`config.mk`:
```
export PLATFORM = sky130hd
export DESIGN_NAME = sync_fifo_exerciser
export DESIGN_NICKNAME = d
export VERILOG_FILES = /design/src/rtl/sync_fifo_exerciser.sv
export SDC_FILE = /design/constraint.sdc
export NUM_CORES = 1
export LEC_CHECK = 0
export ABC_AREA = 1
export BUFFER_PORTS_ARGS = -buffer_cell sky130_fd_sc_hd__buf_2
export CAP_MARGIN = 30
export CORE_ASPECT_RATIO = 0.75
export CORE_MARGIN = 3
export CORE_UTILIZATION = 36
export CTS_BUF_LIST = sky130_fd_sc_hd__clkbuf_4
export CTS_CLUSTER_DIAMETER = 60
export DETAILED_ROUTE_END_ITERATION = 8
export GPL_ROUTABILITY_DRIVEN = 0
export PLACE_DENSITY = 0.67
export SYNTH_ARGS = -nofsm -noshare
export SYNTH_HDL_FRONTEND = slang
export SYNTH_SLANG_ARGS = --single-unit
export TNS_END_PERCENT = 100
```
`constraint.sdc`:
```
create_clock -name clk -period 2.2 [get_ports clk]
set_clock_uncertainty 0.05 [all_clocks]
set_input_delay 0.22 -clock clk [delete_from_list [all_inputs] [get_ports clk]]
set_output_delay 0.22 -clock clk [all_outputs]
set_load 0.1 [all_outputs]
```
`src/rtl/sync_fifo_exerciser.sv`:
```
// rtl/sync_fifo_exerciser.sv - fill/drain traffic master and checker for the 6-bit sync FIFO tile
module sync_fifo_exerciser #(
    parameter int          DEPTH  = 8,
    parameter int          RD_LAT = 1,
    parameter logic [5:0]  SEED   = 6'h05,
    parameter int          CW     = 5
) (
    input  logic          clk,
    input  logic          rst_n,
    input  logic          start,
    input  logic [7:0]    fifo_status,
    output logic [7:0]    fifo_ctrl,
    output logic          busy,
    output logic          done,
    output logic          pass,
    output logic [CW-1:0] fill_cnt,
    output logic [3:0]    err_cnt
);

    typedef enum logic [2:0] {
        IDLE, PRECHK, WR, WSETTLE, RD, RWAIT, RSETTLE, DONE
    } state_t;

    localparam logic [CW-1:0] DEPTH_C     = CW'(DEPTH);
    localparam logic [CW-1:0] TWO_DEPTH_C = CW'(2 * DEPTH);
    localparam logic [1:0]    LAT_C       = 2'(RD_LAT);

    state_t        state_q, state_d;
    logic [CW-1:0] fill_q, fill_d;
    logic [CW-1:0] rd_idx_q, rd_idx_d;
    logic [1:0]    lat_q, lat_d;
    logic [3:0]    err_q, err_d;
    logic [7:0]    ctrl_q, ctrl_d;
    logic          busy_q, busy_d;
    logic          done_q, done_d;
    logic          pass_q, pass_d;
    logic          err_inc;
    logic          err_clr;

    logic       fifo_empty;
    logic       fifo_full;
    logic [5:0] fifo_rdata;

    assign fifo_empty = fifo_status[7];
    assign fifo_full  = fifo_status[6];
    assign fifo_rdata = fifo_status[5:0];

    // Next-state, counter updates and the registered FIFO control byte
    always_comb begin
        state_d  = state_q;
        fill_d   = fill_q;
        rd_idx_d = rd_idx_q;
        lat_d    = lat_q;
        busy_d   = busy_q;
        done_d   = done_q;
        pass_d   = pass_q;
        ctrl_d   = 8'h00;
        err_inc  = 1'b0;
        err_clr  = 1'b0;

        case (state_q)
            IDLE, DONE: begin
                if (start) begin
                    state_d  = PRECHK;
                    fill_d   = '0;
                    rd_idx_d = '0;
                    done_d   = 1'b0;
                    pass_d   = 1'b0;
                    busy_d   = 1'b1;
                    err_clr  = 1'b1;
                end
            end
            PRECHK: begin
                // leftover data from a previous user of the FIFO
                if (!fifo_empty) err_inc = 1'b1;
                state_d = WR;
            end
            WR: begin
                fill_d  = fill_q + 1'b1;
                state_d = WSETTLE;
            end
            WSETTLE: begin
                if (fifo_full) begin
                    if (fill_q != DEPTH_C) err_inc = 1'b1;
                    state_d = RD;
                end else if (fill_q == TWO_DEPTH_C) begin
                    // full never asserted: stop writing and drain what we can
                    err_inc = 1'b1;
                    state_d = RD;
                end else begin
                    state_d = WR;
                end
            end
            RD: begin
                if (fifo_empty) begin
                    if (rd_idx_q != fill_q) err_inc = 1'b1;
                    state_d = DONE;
                end else begin
                    lat_d   = 2'd0;
                    state_d = RWAIT;
                end
            end
            RWAIT: begin
                // lat_q counts from 0 in the cycle rd_en is on the FIFO input
                if (lat_q == LAT_C) begin
                    if (fifo_rdata != SEED + 6'(rd_idx_q)) err_inc = 1'b1;
                    rd_idx_d = rd_idx_q + 1'b1;
                    state_d  = RSETTLE;
                end else begin
                    lat_d = lat_q + 2'd1;
                end
            end
            RSETTLE: begin
                if (rd_idx_q == TWO_DEPTH_C) begin
                    err_inc = 1'b1;
                    state_d = DONE;
                end else begin
                    state_d = RD;
                end
            end
            default: state_d = IDLE;
        endcase

        if (err_clr)
            err_d = 4'd0;
        else if (err_inc && err_q != 4'd15)
            err_d = err_q + 4'd1;
        else
            err_d = err_q;

        if (state_d == DONE && state_q != DONE) begin
            busy_d = 1'b0;
            done_d = 1'b1;
            pass_d = (err_d == 4'd0);
        end

        // Control byte is registered, so strobes are raised on entry to the
        // cycle in which the FIFO must see them
        if (state_d == WR)
            ctrl_d = {2'b01, SEED + 6'(fill_q)};
        else if (state_q == RD && state_d == RWAIT)
            ctrl_d = 8'h80;
    end

    // State and output registers; reset drops the FIFO strobes immediately
    always_ff @(posedge clk or negedge rst_n) begin
        if (!rst_n) begin
            state_q  <= IDLE;
            fill_q   <= '0;
            rd_idx_q <= '0;
            lat_q    <= 2'd0;
            err_q    <= 4'd0;
            ctrl_q   <= 8'h00;
            busy_q   <= 1'b0;
            done_q   <= 1'b0;
            pass_q   <= 1'b0;
        end else begin
            state_q  <= state_d;
            fill_q   <= fill_d;
            rd_idx_q <= rd_idx_d;
            lat_q    <= lat_d;
            err_q    <= err_d;
            ctrl_q   <= ctrl_d;
            busy_q   <= busy_d;
            done_q   <= done_d;
            pass_q   <= pass_d;
        end
    end

    assign fifo_ctrl = ctrl_q;
    assign busy      = busy_q;
    assign done      = done_q;
    assign pass      = pass_q;
    assign fill_cnt  = fill_q;
    assign err_cnt   = err_q;

endmodule

```
# Yosys cells after proc, flatten, opt, wreduce, memory -nomap -nowiden
# Index checks and enable logic that the tools add are counted.
# op_classes
magnitude_cmp	0
n_div	0
eq_ne	22
reduce_logical	15
n_mul	0
n_bitwise	0
addsub	6
shift	0
n_mux	37
# op_table
cell	count
one-hot mux 3 bit (7 select lines)	1
one-hot mux 5 bit (2 select lines)	2
equality test 3 bit (second input constant)	6
2-to-1 mux 1 bit	18
2-to-1 mux 8 bit	2
adder 3 x 5 -> 6 bit (first input constant)	2
2-to-1 mux 3 bit	4
adder 5 x 1 -> 5 bit (second input constant)	2
equality test 5 bit (second input constant)	2
2-to-1 mux 5 bit	2
nonzero test 2 bit	5
equality test 3 x 2 -> 1 bit (second input constant)	3
2-to-1 mux 2 bit	4
2-to-1 mux 4 bit	2
!= test 2 bit (second input constant)	4
!= test 6 bit	1
AND reduction 3 bit	2
!= test 5 x 4 -> 1 bit (second input constant)	1
!= test 5 bit	1
one-hot mux 1 bit (5 select lines)	1
adder 4 x 1 -> 4 bit (second input constant)	1
logical NOT 4 bit	1
!= test 4 bit (second input constant)	1
one-hot mux 2 bit (2 select lines)	1
other kinds (8)	11
# totals
memories	0
ram_bits	0
mem_bits_ro	0
word_cells	89
latch_bits	0
register_bits	30

# Depth between registers and ports, before layout
# Gate-level depths: netlist of the first run.
# logic_depth
word_depth	10
ltp_mapped	17
mapped_depth_nobuf	17

# Worst setup path before layout of the first run
# OpenSTA, ideal clock, no wires.
# synth_timing
path_kind	reg2reg
start	register fill_q[0], in the netlist fill_cnt[0]
end	register pass_q, in the netlist pass
arrival_time_ns	2.224
stages_incl_launch_ff	15
n_path_buf	0
setup_ns	0.121
setup_slack_ns	-0.195
path_cell_list	dfrtp_1 > inv_1 > ha_1 > nand2_1 > o21ai_1 > nand2_1 > nand2_1 > a21oi_2 > nand2_4 > nand3_1 > nand3_1 > nand2_1 > nor2_1 > nand2_1 > nand2_1
# synth_via
elab_chain_len	9
elab_cells_between_ends	22
# synth_lines
element	line	source
start, declared	29	logic [CW-1:0] fill_q, fill_d;
start signal, assigned	159	fill_q <= fill_d;
!= test 5 bit (tied with other cells)	96	if (rd_idx_q != fill_q) err_inc = 1'b1;
2-to-1 mux 1 bit, on equally long branches	96, 84, 86	
2-to-1 mux 1 bit, on equally long branches	95, 83	
one-hot mux 1 bit (5 select lines)	61	case (state_q)
logical AND 1 bit	126	else if (err_inc && err_q != 4'd15)
2-to-1 mux 4 bit	126	
2-to-1 mux 4 bit	124	if (err_clr)
logical NOT 4 bit	134	pass_d = (err_d == 4'd0);
2-to-1 mux 1 bit	131	if (state_d == DONE && state_q != DONE) begin
end signal, assigned	166	pass_q <= pass_d;
end, declared	36	logic pass_q, pass_d;
# Parallel ways exist; a longest one is shown, timed or not.
# A chain may end at the register's enable or synchronous reset.

# Worst setup path in the final report of the first run
# layout_timing
start	register rd_idx_q[0]
end	register pass_q, in the netlist pass
# layout_via
elab_chain_len	10
elab_cells_between_ends	22
# layout_lines
element	line	source
start, declared	30	logic [CW-1:0] rd_idx_q, rd_idx_d;
start signal, assigned	160	rd_idx_q <= rd_idx_d;
adder 3 x 5 -> 6 bit	106	if (fifo_rdata != SEED + 6'(rd_idx_q)) err_inc = 1'b1;
!= test 6 bit	106	
2-to-1 mux 1 bit	106	
2-to-1 mux 1 bit	105	if (lat_q == LAT_C) begin
one-hot mux 1 bit (5 select lines)	61	
logical AND 1 bit	126	
2-to-1 mux 4 bit	126	
2-to-1 mux 4 bit	124	
logical NOT 4 bit	134	
2-to-1 mux 1 bit	131	
# Parallel ways exist; a longest one is shown, timed or not.

==> results.md, run 1 <==
- Status: complete, no violations
- Avg Cell Area, Syn: 7.30 µm²
- CTS Buf Count: 5
- Crit path kind: reg2reg
- Final Cycle Share: 92.4%
- Largest net degree at the start of global routing: 31
- R2R depth: 15
- Total GRT Usage: 15.0%
- IO Port Bufs: 30
- Root Buffer: clkbuf_4
- Flops & latches, synth: 30
- CP Launch Type: flop
- Reg2reg setup slack: 0.17 ns
- Post-synthesis compound-gate area fraction: 7.97%
- CP Capture Type: flop
- Core area: 0.00498 mm²
- Worst Path Arrival: 2.25 ns
- Sequential Area: 757 µm²
- Multi-input logic area: 936 µm²
- Setup TNS: 0 ns
- Main combinational cell family by area after synthesis: simple AND/OR/NAND/NOR gates
- Worst reg2reg path endpoint: pass
- Initial cell density of the core: 37.8%
- CTS tree: done
- Synthesized net count: 275
- Fin. Hold Viols: 0
- Fill cells: 515
- Post-synthesis cell area: 0.00188 mm²
- Yosys warns: 0
- Grt ovf: 0
- Tightest Pin Transition: 0.657 ns
- Sequential fraction of the synthesis area: 39.8%
- Router iterations before antenna repair: 4
- # DRC: 0
- Layout cells sized above 1: 23.9%
- Hold Crit Class: in2reg
- WL final: 4.08 mm
- Reg2reg start: rd_idx_q[0]
- CP required: 2.42 ns
- Hold worst-path end: state_q[0]
- Rows: 22
- Post-Synth XOR/XNOR Area: 3.25%
- Clk slew on worst S/H paths: 0.10 ns
- Clk sinks: 30
- Max-cap violations: 0
- I/O pins: 31
- Placed cell count: 359
- Tmin final: 2.03 ns
- Slew margin rel.: 56.2%
- Synth Area in Adders: 3.98%
- Worst-path fanout max: 7
- Critical hold path startpoint: start
- Final setup fails: 0
- Die W: 89.5 µm
- Vias in the first global route: 1,558
- Post-synthesis simple-gate area fraction: 34.5%
- Vias: 1,712
- Netlist cell types: 34
- Hold Path Cell Cnt: 2
- Post-route insts no fill: 369
- Hpwl dp: 3.17 mm
- Final ANT Viol Nets: 0
- Die area: 0.00615 mm²
- Max Fclk: 0.492 GHz
- Die Y: 68.7 µm
- Cells after Synth: 258
- Core Util, Final: 44.1%
- Average wire per standard cell: 11.1 µm
- Antenna diodes: 0
- Synthesis-to-layout area growth: 16.6%
- Crit path from: rd_idx_q[0]
- 1st-iter DRT viols: 110
- Clk_lat worst skew: 0.32 ns
- Fin area: 0.00220 mm²
- Multiplexer share of the synthesized area: 0%
- Clock buffer depth: 2
- Post-DR vias/cell: 4.64
- First-pass GRT wire length: 6.97 mm
- Clock H-tree levels: 2
- Initial antenna violation count: 0
- RSZ-0062 raised after global routing: no
- # nets final: 313
- Final max-slew violation count: 0
- Post-DP Area: 0.00212 mm²
[layout by cell type (no fill, tap or decap), drive strengths merged]
cell | netlist | final
nand2 | 76 | 76
inv | 50 | 50
nor2 | 34 | 34
buf | 1 | 31
dfrtp | 30 | 30
nand3 | 20 | 20
o21ai | 8 | 8
ha | 6 | 6
a21oi | 6 | 6
xor2 | 5 | 5
clkbuf | 0 | 5
nor3 | 5 | 5
o22ai | 3 | 3
clkinv | 1 | 3
nand3b | 2 | 2
xnor2 | 2 | 2
nand4 | 2 | 2
nor4 | 2 | 2
a211oi | 2 | 2
o21a | 1 | 1
a31oi | 1 | 1
o32ai | 1 | 1
clkinvlp | 0 | 1
dlygate4sd3 | 0 | 1
[what timing repair did]
item	CTS	global route
setup endpoints to repair	0	1
hold buffers	1	0
hold endpoints to repair	30	0
resized for setup	0	1
buffers inserted	0	1
[layout make-up]
| type | count | share of cell area (%) |
|---|---|---|
| tap | 72 | 4.10 |
| clock buffer | 5 | 1.71 |
| multi-input combinational | 176 | 42.6 |
| inverter | 51 | 8.77 |
| clock inverter | 3 | 0.740 |
| sequential | 30 | 34.5 |
| timing repair buffer | 32 | 7.63 |
[how the worst max path moves through the flow]
stage / end / slack (ns) / depth (start not counted)
6_report: pass / 0.17 / 15
5_1_grt: pass / 0.002 / 15
4_1_cts: pass / 0.12 / 15
3_5_place_dp: pass / 0.13 / 15
3_3_place_gp: pass / 0.27 / 15
2_1_floorplan: pass / 0.02 / 13
[cell usage after synthesis, drive strengths merged]
master,instances,share of area [%]
nand2,76,16
inv,50,10
nor2,34,7.6
dfrtp,30,40
nand3,20,6.5
o21ai,8,2.1
a21oi,6,2.6
ha,6,4.0
nor3,5,2.2
xor2,5,2.3
o22ai,3,1.0
a211oi,2,1.1
nand3b,2,0.80
nand4,2,0.66
nor4,2,0.66
xnor2,2,0.93
a31oi,1,0.33
buf,1,0.27
clkinv,1,0.27
o21a,1,0.40
o32ai,1,0.46
[registers in the layout, indices dropped and copies added (netlist names)]
| signal | flops |
|---|---|
| lat_q | 2 |
| fifo_ctrl | 8 |
| fill_cnt | 5 |
| pass | 1 |
| busy | 1 |
| err_cnt | 4 |
| rd_idx_q | 5 |
| state_q | 3 |
| done | 1 |
[through the flow]
| step | hold WS (ns) | setup WS (ns) |
|---|---|---|
| after floorplan | -0.126 | 0.0191 |
| after global placement | 0.242 | 0.271 |
| after detailed placement | 0.246 | 0.132 |
| after CTS | 0.0959 | 0.115 |
| after global routing | 0.113 | 0.00203 |
| final | 0.107 | 0.168 |
[critical path: stages, from the launching register on]
cell,delay (ns)
dfrtp_2,0.44
inv_1,0.07
ha_1,0.33
xnor2_1,0.18
nand2_1,0.07
nor2_1,0.11
nand3_1,0.10
nand2_2,0.08
nand2_4,0.07
nand2_2,0.08
nand2_1,0.06
nand3_1,0.09
nand2_1,0.06
nor2_1,0.08
nand2_1,0.05
nand2_1,0.05
[per-layer routing]
layer	up-vias	routed length [µm]	global-route usage [%]
li1	879	-	-
met1	777	2020	20.8
met2	49	1730	23.1
met3	7	282	3.92
met4	0	42	4.28
met5	-	0	0
[logic make-up (layout without fill, tap and decap cells)]
logic type               Yosys count  count (layout)
flip-flops                        30              30
AND/OR/NAND/NOR                  141             141
AO/OA/AOI/OAI                     22              22
XOR/XNOR                           7               7
buffers and inverters             52              91
adder cells (fa/ha/maj)            6               6
Power of run 1 is not shown: default switching activity piles up to over one toggle a cycle in this logic, so the estimate is an artifact.
==> inputs of run 2 (changes only) <==
==> constraint.sdc (replaced) <==
create_clock -name clk -period 2.2 [get_ports clk]
set_clock_uncertainty 0.05 [all_clocks]
set_input_delay 0.44 -clock clk [delete_from_list [all_inputs] [get_ports clk]]
set_output_delay 0.44 -clock clk [all_outputs]
set_load 0.1 [all_outputs]
==> run 2 against run 1 <==
  * First-iteration DRC count up 8.2%
  * Maximum frequency about the same
  * Final area down 0.46%
  * Die area unchanged
  * Hold slack worse by 0.023 ns
  * Critical endpoint unchanged
==> results.md, run 2 (synthesized netlist as in run 1, its figures left out) <==
- Core area: 0.00498 mm² (unchanged)
- Critical path's slowest cell: dfrtp_2
- Antenna diodes: 0 (unchanged)
- Average wire per standard cell: 11.0 µm (-0.22%)
- Commonest non-fill, non-tap cell in the layout: nand2_1
- Clk slew on worst S/H paths: 0.10 ns (about the same)
- CTS tree: done
- Max-cap violations: 0 (unchanged)
- CP Capture Type: flop
- Fill cells: 516 (+0.19%)
- Clk sinks: 30 (unchanged)
- Total GRT Usage: 15.0% (unchanged)
- Clock H-tree levels: 2 (unchanged)
- Post-DR vias/cell: 4.65 (+0.33%)
- CP required: 2.42 ns (about the same)
- Setup TNS: 0 ns (unchanged)
- CTS Buf Count: 5 (unchanged)
- Hpwl dp: 3.17 mm (unchanged)
- Final max-slew violation count: 0 (unchanged)
- Die area: 0.00615 mm² (unchanged)
- Crit path from: rd_idx_q[0]
- I/O pins: 31 (unchanged)
- Router iterations before antenna repair: 4 (unchanged)
- Die W: 89.5 µm (unchanged)
- Final Cycle Share: 92.4% (about the same)
- Initial antenna violation count: 0 (unchanged)
- Final ANT Viol Nets: 0 (unchanged)
- Worst-path cell chain: inv_1 > ha_1 > xnor2_1 > nand2_1 > nor2_1 > nand3_1 > nand2_2 > nand2_4 > nand2_2 > nand2_1 > nand3_1 > nand2_1 > nor2_1 > nand2_1 > nand2_1
- Worst-path fanout max: 7 (unchanged)
- Tmin final: 2.03 ns (-0.0000490 ns)
- WL final: 4.06 mm (-0.49%)
- Clk_lat worst skew: 0.32 ns (about the same)
- Cell family with most CP delay: simple AND/OR/NAND/NOR gates
- Vias: 1,713 (+0.058%)
- Final setup fails: 0 (unchanged)
- Tightest Pin Transition: 0.652 ns (-0.00433 ns)
- Buf/Inv on CP: 1 (unchanged)
- CP Launch Type: flop
- Slowest cell delay on critical path: 0.44 ns (about the same)
- Initial cell density of the core: 37.8% (unchanged)
- Crit path kind: reg2reg
- Fin. Hold Viols: 0 (unchanged)
- Most frequent cells in the layout: nand2_1, inv_1, nor2_1, buf_2, dfrtp_1
- Worst reg2reg path endpoint: pass
- # nets final: 312 (-0.32%)
- Status: complete, no violations
- 1st-iter DRT viols: 119 (+8.2%)
- Rows: 22 (unchanged)
- Core Util, Final: 43.9% (-0.20 points)
- Clock buffer depth: 2 (unchanged)
- Layout cells sized above 1: 24.0% (+0.081 points)
- Grt ovf: 0 (unchanged)
- Slew margin rel.: 56.5% (+0.29 points)
- Largest net degree at the start of global routing: 31 (unchanged)
- Reg2reg setup slack: 0.17 ns (about the same)
- Max Fclk: 0.492 GHz (about the same)
- Die Y: 68.7 µm (unchanged)
- Reg2reg start: rd_idx_q[0]
- Hold Crit Class: in2async
- Placed cell count: 359 (unchanged)
- R2R depth: 15 (unchanged)
- CTS hold repair buffers: 0 (-1)
- RSZ-0062 raised after global routing: no
- Most used cell, CP: nand2_1
- Root Buffer: clkbuf_4
- IO Port Bufs: 30 (unchanged)
- # DRC: 0 (unchanged)
- Post-route insts no fill: 368 (-0.27%)
- CP Capture Point: pass
- Worst path depth: 15 (unchanged)
- First-pass GRT wire length: 6.97 mm (unchanged)
- Vias in the first global route: 1,558 (unchanged)
- Synthesis-to-layout area growth: 16.1%
- Worst Path Arrival: 2.25 ns (about the same)
- Max reg flops: 8 (unchanged)
## run 2: final cells by class
type | instances | area (µm²) | area share [%]
multi-input cells | 176 | 936 | 42.8
flip-flops and latches | 30 | 757 | 34.6
inverters | 51 | 193 | 8.81
repair buffers | 31 | 158 | 7.21
well taps | 72 | 90.1 | 4.12
clock buffers | 5 | 37.5 | 1.72
clock inverters | 3 | 16.3 | 0.744
## run 2: worst min path at each step
| stage | slack, ns | end | from |
|---|---|---|---|
| 2_1_floorplan | 0.09 | busy | rst_n |
| 6_report | 0.08 | state_q[0] | rst_n |
| 3_3_place_gp | 0.41 | done | done |
| 4_1_cts | 0.11 | fifo_ctrl[4] | rst_n |
| 5_1_grt | 0.13 | fifo_ctrl[4] | rst_n |
| 3_5_place_dp | 0.41 | done | done |
## run 2: metrics by stage
| stage | area, µm² | setup WS [ns] | hold WS [ns] |
|---|---|---|---|
| after floorplan | 1890 | 0.0191 | 0.0944 |
| after global placement | 2120 | 0.271 | 0.413 |
| after detailed placement | 2120 | 0.132 | 0.408 |
| after CTS | 2180 | 0.115 | 0.112 |
| after global routing | 2190 | 0.00203 | 0.128 |
| final | 2190 | 0.168 | 0.0842 |
## run 2: worst reg2reg max path, cell delays in order, from the launching register on
cell and delay [ns]:
dfrtp_2 0.44, inv_1 0.07, ha_1 0.33, xnor2_1 0.18, nand2_1 0.07, nor2_1 0.11
nand3_1 0.10, nand2_2 0.08, nand2_4 0.07, nand2_2 0.09, nand2_1 0.06, nand3_1 0.09
nand2_1 0.06, nor2_1 0.08, nand2_1 0.05, nand2_1 0.05
## run 2: repair_timing
action / CTS / global route
setup endpoints to repair: 0 / 1
gates resized for setup: 0 / 1
buffers inserted: 0 / 1
## run 2: routing by layer
layer / GRT usage (%) / wire (µm)
met5: 0 / 0
met4: 4.28 / 42
met3: 3.92 / 301
met2: 23.1 / 1730
met1: 20.8 / 1990
Power of run 2 is left out for the same reason.
==> inputs of run 3 (changes only) <==
--- a/config.mk
+++ b/config.mk
@@ -8,14 +8,14 @@
 export ABC_AREA = 1
 export BUFFER_PORTS_ARGS = -buffer_cell sky130_fd_sc_hd__buf_2
 export CAP_MARGIN = 30
-export CORE_ASPECT_RATIO = 0.75
+export CORE_ASPECT_RATIO = 0.7
 export CORE_MARGIN = 3
 export CORE_UTILIZATION = 36
 export CTS_BUF_LIST = sky130_fd_sc_hd__clkbuf_4
 export CTS_CLUSTER_DIAMETER = 60
 export DETAILED_ROUTE_END_ITERATION = 8
 export GPL_ROUTABILITY_DRIVEN = 0
-export PLACE_DENSITY = 0.67
+export PLACE_DENSITY_LB_ADDON = 0.05
 export SYNTH_ARGS = -nofsm -noshare
 export SYNTH_HDL_FRONTEND = slang
 export SYNTH_SLANG_ARGS = --single-unit
==> run 3 against run 2 <==
  * Worst setup slack better by 0.065 ns
  * Sequential cell count unchanged
  * Die area about the same
  * Hold slack gained 0.0028 ns
  * Via count fell by 3.9%
  * Final area is 0.57% higher
  * Critical path depth is the same
  * Routed wire length rose by 4.6%
==> results.md, run 3 (synthesized netlist as in run 1, its figures left out) <==
- Status: complete, no violations
- Hold Crit Class: in2async
- Root Buffer: clkbuf_4
- Worst-path fanout max: 6 (-1)
- Average wire per standard cell: 11.6 µm (+4.9%)
- Tightest Pin Transition: 0.688 ns (+0.0353 ns)
- Largest net degree at the start of global routing: 31 (unchanged)
- Tmin final: 1.97 ns (-0.0653 ns)
- RSZ-0062 raised after global routing: no
- Router iterations before antenna repair: 4 (unchanged)
- Antenna diodes: 0 (unchanged)
- CP required: 2.41 ns (about the same)
- Crit path kind: reg2reg
- CP Capture Type: flop
- Initial cell density of the core: 38.3% (+0.53 points)
- Grt ovf: 0 (unchanged)
- # nets final: 314 (+0.64%)
- Final setup fails: 0 (unchanged)
- Die W: 92.5 µm (+3.3%)
- Final max-slew violation count: 0 (unchanged)
- Worst Path Arrival: 2.18 ns (-0.07 ns)
- Peak VDD IR: 603 µV
- IO Port Bufs: 30 (unchanged)
- Die area: 0.00615 mm² (about the same)
- Clk sinks: 30 (unchanged)
- Fin. Hold Viols: 0 (unchanged)
- Rows: 21 (-4.5%)
- Total GRT Usage: 15.1% (+0.12 points)
- # DRC: 0 (unchanged)
- Total power: 3.54 mW
- Vias: 1,647 (-3.9%)
- Initial antenna violation count: 0 (unchanged)
- Post-DR vias/cell: 4.49 (-3.6%)
- CTS tree: done
- Setup TNS: 0 ns (unchanged)
- Most frequent cells in the layout: nand2_1, inv_1, nor2_1, buf_2, dfrtp_1
- Clock H-tree levels: 2 (unchanged)
- Core area: 0.00491 mm² (-1.4%)
- 1st-iter DRT viols: 59 (-50%)
- Max Fclk: 0.508 GHz (+3.3%)
- Leakage: 1.18 nW
- I/O pins: 31 (unchanged)
- Layout cells sized above 1: 25.2% (+1.2 points)
- WL final: 4.25 mm (+4.6%)
- Pre-CTS setup slack: 0.118 ns (-0.0138 ns)
- Clk slew on worst S/H paths: 0.11 ns (about the same)
- Commonest non-fill, non-tap cell in the layout: nand2_1
- Hpwl dp: 3.31 mm (+4.6%)
- Final ANT Viol Nets: 0 (unchanged)
- Max-cap violations: 0 (unchanged)
- Fill cells: 522 (+1.2%)
- Vias in the first global route: 1,502 (-3.6%)
- Clock buffer depth: 2 (unchanged)
- Max reg flops: 8 (unchanged)
- Die Y: 66.5 µm (-3.1%)
- Clk_lat worst skew: 0.33 ns (about the same)
- Slew margin rel.: 54.2% (-2.4 points)
- CP Launch Type: flop
- Synthesis-to-layout area growth: 16.7%
- Power per cell area: 1610 mW/mm²
- Final Cycle Share: 89.4% (-3.0 points)
- Worst setup margin: 0.233 ns (+0.0653 ns)
- CTS Buf Count: 5 (unchanged)
- First-pass GRT wire length: 7.22 mm (+3.7%)
## run 3: critical path, stage by stage (launching register included)
cell,delay [ns]
dfrtp_2,0.41
inv_1,0.07
ha_1,0.32
xnor2_1,0.17
nand2_1,0.07
nor2_1,0.10
nand3_1,0.10
nand2_2,0.08
nand2_4,0.07
nand2_2,0.08
nand2_1,0.05
nand3_1,0.09
nand2_1,0.06
nor2_1,0.09
nand2_1,0.06
nand2_1,0.06
## run 3: layout make-up
type | count | area [µm²] | share of cell area (%)
tap | 69 | 86.3 | 3.92
sequential | 30 | 758 | 34.5
clock inverter | 3 | 16.3 | 0.739
timing repair buffer | 33 | 173 | 7.85
multi-input combinational | 176 | 936 | 42.5
clock buffer | 5 | 37.5 | 1.71
inverter | 51 | 193 | 8.76
## run 3: power by group
group | total [mW] | switching, mW | internal, mW
clock network | 0.326 | 0.207 | 0.119
registers | 0.925 | 0.184 | 0.741
logic | 2.29 | 1.76 | 0.533
total | 3.54 | 2.15 | 1.39
## run 3: through the flow
| step | utilization, % | instance area (µm²) | instances | hold slack [ns] |
|---|---|---|---|---|
| global route | 44.8 | 2200 | 367 | 0.143 |
| detailed placement | 43.2 | 2120 | 356 | 0.409 |
| CTS | 44.3 | 2170 | 364 | 0.109 |
| global placement | 43.2 | 2120 | 356 | 0.408 |
| finish | 44.8 | 2200 | 367 | 0.0869 |
| floorplan | - | 1890 | 258 | 0.0944 |
## run 3: routing by layer
layer	global-route usage, %	part of all wire (%)
met1	22.8	56
met2	21.2	40
met3	4.06	3.6
met4	3.33	0.45
met5	0	0
## run 3: worst paths after layout
check,startpoint,endpoint,slack [ns],cells past startpoint
worst max-delay path,rd_idx_q[0],pass,0.23,15
max in group asynchronous,rst_n,rd_idx_q[0],1.52,1
worst min register to register,done,done,0.44,2
min in group clk,start,state_q[0],0.32,2
worst max register to register,rd_idx_q[0],pass,0.23,15
worst min-delay path,rst_n,fifo_ctrl[5],0.09,1
## run 3: what timing repair did
item / CTS / global route
endpoints found under the setup margin: 0 / 1
resized for setup: 0 / 3
hold buffers: 0 / 0
buffers inserted: 0 / 3
(Power assumes the default switching activity.)
